## config.mk

```make
export PLATFORM = sky130hd
export DESIGN_NAME = ps2_host_tx
export DESIGN_NICKNAME = d
export VERILOG_FILES = /design/src/rtl/ps2_pkg.sv /design/src/rtl/ps2_line_sync.sv /design/src/rtl/ps2_host_tx.sv
export SDC_FILE = /design/constraint.sdc
export NUM_CORES = 1
export LEC_CHECK = 0
export ABC_AREA = 1
export CAP_MARGIN = 20
export CORE_MARGIN = 2
export CORE_UTILIZATION = 45
export CTS_BUF_LIST = sky130_fd_sc_hd__clkbuf_8
export CTS_CLUSTER_SIZE = 30
export DETAILED_ROUTE_END_ITERATION = 12
export DONT_BUFFER_PORTS = 1
export GPL_TIMING_DRIVEN = 0
export SYNTH_ARGS = -nofsm -noshare
export SYNTH_HDL_FRONTEND = slang
export SYNTH_SLANG_ARGS = --single-unit
```

## constraint.sdc

```tcl
create_clock -name clock -period 1.8 [get_ports clock]
set_input_delay 0.27 -clock clock [delete_from_list [all_inputs] [get_ports clock]]
set_output_delay 0.27 -clock clock [all_outputs]
set_load 0.1 [all_outputs]
```

## src/rtl/ps2_pkg.sv

```systemverilog
// Shared types and constants for the PS/2 host transmit and receive paths:
// FSM state encoding, mouse command/response bytes and cycle-count helpers.
package ps2_pkg;

    typedef enum logic [2:0] {
        IDLE      = 3'd0,
        INHIBIT   = 3'd1,
        RTS       = 3'd2,
        SEND      = 3'd3,
        ACK       = 3'd4,
        WAIT_IDLE = 3'd5
    } ps2_tx_state_t;

    localparam logic [7:0] CMD_RESET    = 8'hFF;
    localparam logic [7:0] CMD_ENABLE   = 8'hF4;
    localparam logic [7:0] CMD_SET_RATE = 8'hF3;

    localparam logic [7:0] RSP_ACK      = 8'hFA;
    localparam logic [7:0] RSP_RESEND   = 8'hFE;

    localparam int         HZ_PER_MHZ   = 1_000_000;
    localparam logic [3:0] LAST_BIT     = 4'd9;

    function automatic int inhibit_cycles(input int clk_hz, input int us);
        return clk_hz / HZ_PER_MHZ * us;
    endfunction

    function automatic logic odd_parity(input logic [7:0] d);
        return ~^d;
    endfunction

endpackage

```

## src/rtl/ps2_line_sync.sv

```systemverilog
// Two-flop synchroniser for the PS2Clk/PS2Data pads plus a clock falling-edge
// strobe; idle (released) lines read as 1, so the flops reset high.
module ps2_line_sync (
    input  logic clock,
    input  logic rst,
    input  logic clk_pad,
    input  logic data_pad,
    output logic clk_sync,
    output logic data_sync,
    output logic fall
);

    logic clk_meta;
    logic data_meta;
    logic clk_prev;

    // Synchronise both pads and keep the previous clock sample for edge detection
    always_ff @(posedge clock or posedge rst) begin
        if (rst) begin
            clk_meta  <= 1'b1;
            data_meta <= 1'b1;
            clk_sync  <= 1'b1;
            data_sync <= 1'b1;
            clk_prev  <= 1'b1;
        end else begin
            clk_meta  <= clk_pad;
            data_meta <= data_pad;
            clk_sync  <= clk_meta;
            data_sync <= data_meta;
            clk_prev  <= clk_sync;
        end
    end

    assign fall = clk_prev & ~clk_sync;

endmodule

```

## src/rtl/ps2_host_tx.sv

```systemverilog
// PS/2 host-to-device byte transmitter driving open-drain enables.
// Define PS2_TX_RETRY_EN to resend the latched frame on NACK/timeout up to MAX_RETRY times.
module ps2_host_tx
    import ps2_pkg::*;
#(
    parameter int CLK_FREQ_HZ    = 100_000_000,
    parameter int INHIBIT_US     = 100,
    parameter int TIMEOUT_CYCLES = 200_000,
    parameter int MAX_RETRY      = 2
) (
    input  logic       clock,
    input  logic       rst,
    input  logic [7:0] tx_data,
    input  logic       tx_valid,
    output logic       tx_ready,
    output logic       tx_busy,
    output logic       done,
    output logic       ack_ok,
    output logic       err,
    input  logic       ps2_clk_in,
    input  logic       ps2_data_in,
    output logic       ps2_clk_oe,
    output logic       ps2_data_oe
);

    localparam int INHIBIT_CYCLES = inhibit_cycles(CLK_FREQ_HZ, INHIBIT_US);
    localparam int INH_W = $clog2(INHIBIT_CYCLES + 1);
    localparam int TO_W  = $clog2(TIMEOUT_CYCLES + 1);
    localparam logic [INH_W-1:0] INH_LAST = INH_W'(INHIBIT_CYCLES - 1);
    localparam logic [TO_W-1:0]  TO_LAST  = TO_W'(TIMEOUT_CYCLES - 1);

    ps2_tx_state_t    state;
    logic [9:0]       frame;
    logic [3:0]       bitcnt;
    logic [INH_W-1:0] inh_cnt;
    logic [TO_W-1:0]  to_cnt;

    logic clk_sync;
    logic data_sync;
    logic fall;
    logic watch;
    logic lines_idle;
    logic nack;
    logic timeout;
    logic retry_ok;
    logic restart;

    ps2_line_sync u_sync (
        .clock     (clock),
        .rst       (rst),
        .clk_pad   (ps2_clk_in),
        .data_pad  (ps2_data_in),
        .clk_sync  (clk_sync),
        .data_sync (data_sync),
        .fall      (fall)
    );

    assign tx_ready   = (state == IDLE);
    assign tx_busy    = (state != IDLE);
    assign watch      = (state == RTS) || (state == SEND) || (state == ACK) || (state == WAIT_IDLE);
    assign lines_idle = clk_sync & data_sync;
    assign nack       = (state == WAIT_IDLE) & lines_idle & ~ack_ok;
    // A device clock edge in the expiry cycle keeps the transaction alive
    assign timeout    = watch & ~fall & (to_cnt == TO_LAST);
    assign restart    = retry_ok & (timeout | nack);

`ifdef PS2_TX_RETRY_EN
    localparam int RETRY_W = $clog2(MAX_RETRY + 2);
    localparam logic [RETRY_W-1:0] RETRY_LIM = RETRY_W'(MAX_RETRY);
    logic [RETRY_W-1:0] retry_cnt;

    assign retry_ok = (retry_cnt < RETRY_LIM);

    // Attempts used for the current byte; cleared when a new byte is accepted
    always_ff @(posedge clock or posedge rst) begin
        if (rst) begin
            retry_cnt <= {RETRY_W{1'b0}};
        end else if (tx_ready && tx_valid) begin
            retry_cnt <= {RETRY_W{1'b0}};
        end else if (restart) begin
            retry_cnt <= retry_cnt + 1'b1;
        end
    end
`else
    assign retry_ok = (MAX_RETRY < 0);
`endif

    // Timeout counter: reloaded by every device clock fall while the device owns the clock
    always_ff @(posedge clock or posedge rst) begin
        if (rst) begin
            to_cnt <= {TO_W{1'b0}};
        end else if (fall || !watch) begin
            to_cnt <= {TO_W{1'b0}};
        end else begin
            to_cnt <= to_cnt + 1'b1;
        end
    end

    // Transaction FSM with registered pad enables and status pulses
    always_ff @(posedge clock or posedge rst) begin
        if (rst) begin
            state       <= IDLE;
            frame       <= 10'h000;
            bitcnt      <= 4'd0;
            inh_cnt     <= {INH_W{1'b0}};
            done        <= 1'b0;
            ack_ok      <= 1'b0;
            err         <= 1'b0;
            ps2_clk_oe  <= 1'b0;
            ps2_data_oe <= 1'b0;
        end else begin
            done <= 1'b0;
            err  <= 1'b0;
            case (state)
                IDLE: begin
                    if (tx_valid) begin
                        frame       <= {1'b1, odd_parity(tx_data), tx_data};
                        bitcnt      <= 4'd0;
                        inh_cnt     <= {INH_W{1'b0}};
                        ack_ok      <= 1'b0;
                        ps2_clk_oe  <= 1'b1;
                        ps2_data_oe <= 1'b0;
                        state       <= INHIBIT;
                    end
                end
                INHIBIT: begin
                    if (inh_cnt == INH_LAST) begin
                        ps2_clk_oe  <= 1'b0;
                        ps2_data_oe <= 1'b1;
                        state       <= RTS;
                    end else begin
                        inh_cnt <= inh_cnt + 1'b1;
                    end
                end
                RTS, SEND: begin
                    if (fall) begin
                        ps2_data_oe <= ~frame[bitcnt];
                        bitcnt      <= bitcnt + 4'd1;
                        state       <= (bitcnt == LAST_BIT) ? ACK : SEND;
                    end
                end
                ACK: begin
                    if (fall) begin
                        ack_ok <= ~data_sync;
                        state  <= WAIT_IDLE;
                    end
                end
                WAIT_IDLE: begin
                    if (lines_idle) begin
                        if (restart) begin
                            bitcnt     <= 4'd0;
                            inh_cnt    <= {INH_W{1'b0}};
                            ps2_clk_oe <= 1'b1;
                            state      <= INHIBIT;
                        end else begin
                            done  <= 1'b1;
                            err   <= ~ack_ok;
                            state <= IDLE;
                        end
                    end
                end
                default: begin
                    ps2_clk_oe  <= 1'b0;
                    ps2_data_oe <= 1'b0;
                    state       <= IDLE;
                end
            endcase

            if (timeout) begin
                ps2_data_oe <= 1'b0;
                ack_ok      <= 1'b0;
                if (restart) begin
                    bitcnt     <= 4'd0;
                    inh_cnt    <= {INH_W{1'b0}};
                    ps2_clk_oe <= 1'b1;
                    state      <= INHIBIT;
                end else begin
                    ps2_clk_oe <= 1'b0;
                    done       <= 1'b1;
                    err        <= 1'b1;
                    state      <= IDLE;
                end
            end
        end
    end

endmodule

```

# Word-level counts from Yosys, hierarchy flattened
# Cells that the tools add are included.
# W data, S select, Z words.
[word_totals]
output_inout_bits = 7
input_bits = 13
elab_cells = 102
register_bits = 59
[op_classes]
muxes = 35
magnitude_cmp = 1
n_reduce_logical = 21
eq_ne = 18
n_bitwise = 9
add_sub_neg = 3
[ops]
columns = ["op", "n"]
rows = [
  ["$mux W14", 2],
  ["$pmux W14 S2", 1],
  ["$mux W3", 7],
  ["$add A18 B1 Y18 const B", 1],
  ["$eq A18 B18 Y1 const B", 1],
  ["$mux W18", 1],
  ["$mux W1", 16],
  ["$pmux W3 S5", 1],
  ["$add A14 B1 Y14 const B", 1],
  ["$eq A14 B14 Y1 const B", 1],
  ["$ne A3 B3 Y1 const B", 4],
  ["$reduce_and A3 Y1", 4],
  ["$mux W4", 2],
  ["$pmux W4 S2", 1],
  ["$reduce_xnor A8 Y1", 1],
  ["$eq A3 B2 Y1 const B", 2],
  ["$eq A3 B3 Y1 const B", 2],
  ["$ne A2 B2 Y1 const B", 3],
  ["$reduce_bool A3 Y1", 2],
  ["$lt A4 B5 Y1 const B", 1],
  ["$not A1 Y1", 5],
  ["$reduce_and A5 Y1", 1],
  ["$add A4 B1 Y4 const B", 1],
  ["$and A1 B1 Y1", 4],
  ["other kinds (16)", 22],
]

# Depth between registers and ports, before layout
[logic_depth]
word_depth = 8
ltp_mapped = 11
depth_no_buf = 11

# Hierarchy
# From an unflattened synthesis, not the netlist that was laid out.
[unflattened]
cells_unflattened = 418
hier_area_um2 = 3334.4
[modules_own_cells]
columns = ["module", "cells_per_inst", "n_inst", "area_per_inst_um2", "seq_area_each_um2"]
rows = [
  ["ps2_host_tx", 410, 1, 3189.3, 1351.3],
  ["ps2_line_sync", 8, 1, 145.1, 131.4],
]

# Worst setup path after synthesis
# Ideal clock, no wire load.
[synth_timing]
kind = "register -> register"
start = "register state[0]"
end = "register inh_cnt[13]"
t_required_ps = 1680
stages_incl_launch_ff = 11
path_slack_ps = -430
synth_period_minus_slack_ps = 2230
arrival_time_ps = 2110
setup_ps = 120
path_cell_list = "dfrtp_1 nor2_2 nand2_2 inv_2 nand2_4 nand2_1 nand2_2 nor2_2 nand2_1 o21ai_0 nor2_1"
[synth_via]
elab_chain_cells = 3
word_cells_on_any_way = 7
classes_between = "3 x eq/ne; 1 x mux; 3 x reduce/logical"
[synth_lines]
columns = ["element", "line", "text"]
rows = [
  ["start, declared", "ps2_host_tx.sv:32", "ps2_tx_state_t state;"],
  ["start signal, assigned", "ps2_host_tx.sv:139", "state <= (bitcnt == LAST_BIT) ? ACK : SEND;"],
  ["$logic_not A3 Y1 *", "--", ""],
  ["named net tx_ready", "ps2_host_tx.sv:15", "output logic tx_ready,"],
  ["$ne A2 B2 Y1 (no source line) / $reduce_bool A2 Y1 (equally long branches)", "--", ""],
  ["$reduce_and A3 Y1 (no source line)", "--", ""],
  ["end signal, assigned", "ps2_host_tx.sv:105", "inh_cnt <= {INH_W{1'b0}};"],
  ["end signal, assigned", "ps2_host_tx.sv:119", "inh_cnt <= {INH_W{1'b0}};"],
  ["end signal, assigned", "ps2_host_tx.sv:132", "inh_cnt <= inh_cnt + 1'b1;"],
  ["end, declared", "ps2_host_tx.sv:35", "logic [INH_W-1:0] inh_cnt;"],
]
# The timed path passes the listed nets; every way through them passes the cells marked *.
# A chain may end at the register's enable or synchronous reset.

# Final worst setup path
[layout_timing]
start = "register state[0]"
end = "register inh_cnt[4]"
# Same word-level chain as after synthesis.

==> metrics.md <==
| Metric | Value |
|---|---|
| Status | complete, no violations |
| Final WS setup | 0.105 ns |
| Critical Path RT | 2.07 ns |
| DR iter-0 viols | about 110 |
| Worst min path class | in2reg |
| Most frequent cells in the layout | nand2_1 (92), dfrtp_1 (52), nor2_1 (50) |
| Fin util | 0.528 |
| Clock power frac | 0.237 |
| Hold Fails Final Rpt | 0 |
| Peak VDD IR | 672 µV |
| Sw Ratio | 0.422 |
| Remaining DRCs | 0 |
| Slew margin rel. | 0.383 |
| Critical Path AT | approximately 2 ns |
| Slew @ Worst Pin | 0.926 ns |
| GP Congestion | around 0.83 |
| Detailed-route via count | 2570 |
| First-pass GRT wire length | 11200 µm |
| CP cell instances | nor2_4 > nand2_8 > clkinv_16 > nand2_8 > nand2_1 > nand2_4 > inv_2 > buf_6 > nand4_1 > o21ai_1 |
| Max clock buf depth | 2 |
| Antenna Cells | 0 |
| PortBufs | 0 |
| Final min period | 1.70 ns |
| Site row count | 31 |
| Die X | 89.1 µm |
| Worst R2R End | inh_cnt[4]$_DFFE_PP0P_ |
| Mapped Nets | about 420 |
| FF-to-FF Start | state[0]$_DFFE_PP0P_ |
| H-tree levels | 3 |
| Initial core utilization | 0.457 |
| Worst Hold Launch | tx_data[7] |
| Flops & latches, synth | ~60 |
| Switching power | 0.00212 W |
| Die Footprint | between 0.007 and 0.008 mm² |
| Pwr per Cell Area | 1330 mW/mm² |
| Synth Area per Inst | roughly 8.2 µm² |
| Synth Instances | 400 |
| DP HPWL | around 4700 µm |
| Detail Route Antenna Nets | 0 |
| DR pass1 iterations | 4 |
| R2R Setup Slk | 0.10 ns |
| Hold EP | frame[7]$_DFFE_PP0P_ |
| Synth Flop Type | dfrtp_1 |
| Area growth syn-to-layout | 15.6% |
| CP Launch Type | flop |
| Critical path peak fanout | 10 |
| Via density per instance | 4.92 |
| Overall global routing resource usage | 0.183 |
| Commonest non-fill, non-tap cell in the layout | nand2_1 |
| Core area | 0.00714 mm² |
| Filler cells | 723 |
| Share of post-route cells with drive strength above 1 | 0.182 |
| Total grt overflow | 0 |
| Mapped Area | around 0.0033 mm² |
| Root buf cell | clkbuf_8 |
| Final setup viols | 0 |
| Final wirelength | roughly 6600 µm |
| P_leak | 1.73 nW |
| Slowest-stage cell, CP | dfrtp_2 |
| IO Pins | 20 |
| Die H | between 80 and 90 µm |
| Worst Reg-to-Reg Cells | 10 |
| Fmax | ~0.6 GHz |
| Clock Pin Slew Worst Setup and Hold Paths | 0.07 ns |
| EDFF count, synth | 0 |
| Setup crit end kind | flop |
| Hold depth | 2 |
| Yosys cell types | 41 |
| Sequential fraction of the synthesis area | 0.455 |
| Worst path most repeated cell | nand2_8 |
| Clock Latency Late Sink | roughly 0.34 ns |
| Largest net degree at the start of global routing | 32 |
| Worst setup path class | reg2reg |
| Pre-CTS setup slack | -0.0925 ns |
| Max-slew violations | 0 |
| Avg WL per Cell | ~13 µm |
| Clock skew | about 0.011 ns |
| Comb power frac | 0.365 |
| CTS sink cnt | 59 |
| CTS tree | yes |
| Max incr delay on CP | 0.44 ns |
| Final Cycle Share | 0.942 |
| Final net count | 435 |
| Seq pwr share | 0.397 |
| Max Cap Violations | 0 |
| Yosys Warn Count | 0 |
| Ys async rst share | 1.00 |
| CTS buffer count | 9 |
| Initial antenna violation count | 0 |
| Layout Cells excl Fill | 522 |
| Vias in the first global route | 2438 |
| Placed cells | 500 |
| Int Pwr | 0.00290 W |
[stage by stage]
| step | setup TNS (ns) | hold WS [ns] | total power (W) | cell area [µm²] |
|---|---|---|---|---|
| detailed placement | -0.850 | 0.265 | 0.00369 | 3430 |
| global placement | -33.69 | 0.275 | 0.00366 | 3410 |
| CTS | 0 | 0.0332 | 0.00496 | 3680 |
| global route | -0.0119 | 0.0450 | 0.00537 | 3770 |
| floorplan | 0 | 0.274 | 0.00335 | 3290 |
| finish | 0 | 0.0439 | 0.00503 | 3770 |
[layout make-up]
type / count / area [µm²] / share of cell area
sequential: 59 / 1490 / 0.394
buffer: 5 / 32.5 / 0.00863
tap: 99 / 124 / 0.0329
multi-input combinational: 285 / 1630 / 0.432
inverter: 50 / 224 / 0.0594
clock buffer: 10 / 138 / 0.0365
timing repair buffer: 8 / 80.1 / 0.0212
clock inverter: 6 / 56.3 / 0.0149
[power groups by stage]
stage	clock network (W)	logic (W)	registers, W
after CTS	0.00123	0.00175	0.00199
after floorplan	0	0.00140	0.00195
after detailed placement	0	0.00168	0.00201
after global routing	0.00129	0.00205	0.00203
final	0.00119	0.00184	0.00200
after global placement	0	0.00166	0.00200
[critical path, delay by kind of cell (launching register included)]
kind                   cells  cell delay (ns)
AO/OA/AOI/OAI              1             0.08
buffers and inverters      3             0.39
flip-flops                 1             0.44
AND/OR/NAND/NOR            6             0.72
[layer usage]
metal,wire (µm),share of wire,vias up,GRT usage
li1,-,-,1320,-
met1,3270,0.50,1208,0.260
met2,3010,0.46,32,0.274
met3,187,0.028,10,0.0379
met4,112,0.017,0,0.0733
met5,0,0,-,0
[timing repair]
item	CTS	global route
setup buffers	2	2
gates resized for setup	2	21
endpoints found under the hold margin	25	0
pin swaps	2	1
hold buffers	3	0
endpoints found under the setup margin	17	22
[cells by family (layout without fill, tap and decap cells)]
logic type	Yosys count	after routing	synth area share
and+or+nand+nor	214	214	0.322
DFF	59	59	0.455
buffers and inverters	56	79	0.0706
AOI/OAI and AO/OA	49	49	0.0894
xor gates and xnor gates	18	18	0.0483
adders and majority gates	4	4	0.0153
[worst max path at each step]
stage | startpoint | to | slack (ns) | cells past startpoint
global route | state[0]$_DFFE_PP0P_ | inh_cnt[4]$_DFFE_PP0P_ | -0.01 | 10
global placement | rst | inh_cnt[7]$_DFFE_PP0P_ | -0.61 | 1
CTS | state[0]$_DFFE_PP0P_ | inh_cnt[13]$_DFFE_PP0P_ | 0.006 | 10
detailed placement | state[0]$_DFFE_PP0P_ | inh_cnt[13]$_DFFE_PP0P_ | -0.09 | 10
finish | state[0]$_DFFE_PP0P_ | inh_cnt[4]$_DFFE_PP0P_ | 0.10 | 10
floorplan | rst | ack_ok$_DFFE_PP0P_ | 0.08 | 1
[flip-flops by register name, summed over array words and instances (netlist names), 3 cells and up]
signal / flops
to_cnt: 18
inh_cnt: 14
frame: 10
bitcnt: 4
state: 3
[synthesized netlist by cell type, drive strengths merged (3+ instances only)]
library cell	number	area (µm²)
o21ai	21	109
buf	3	23.8
nand4	8	50.1
inv	49	191
xnor2	7	61.3
nand2	102	424
clkbuf	3	11.3
xor2	11	96.3
o22ai	4	37.5
o211ai	3	22.5
a21oi	15	75.1
nor2	62	303
nor3	13	75.1
ha	4	50.1
dfstp	5	131
o32ai	3	26.3
nand3	27	185
dfrtp	54	1350
Note: power is estimated with default switching activity, not from simulation.
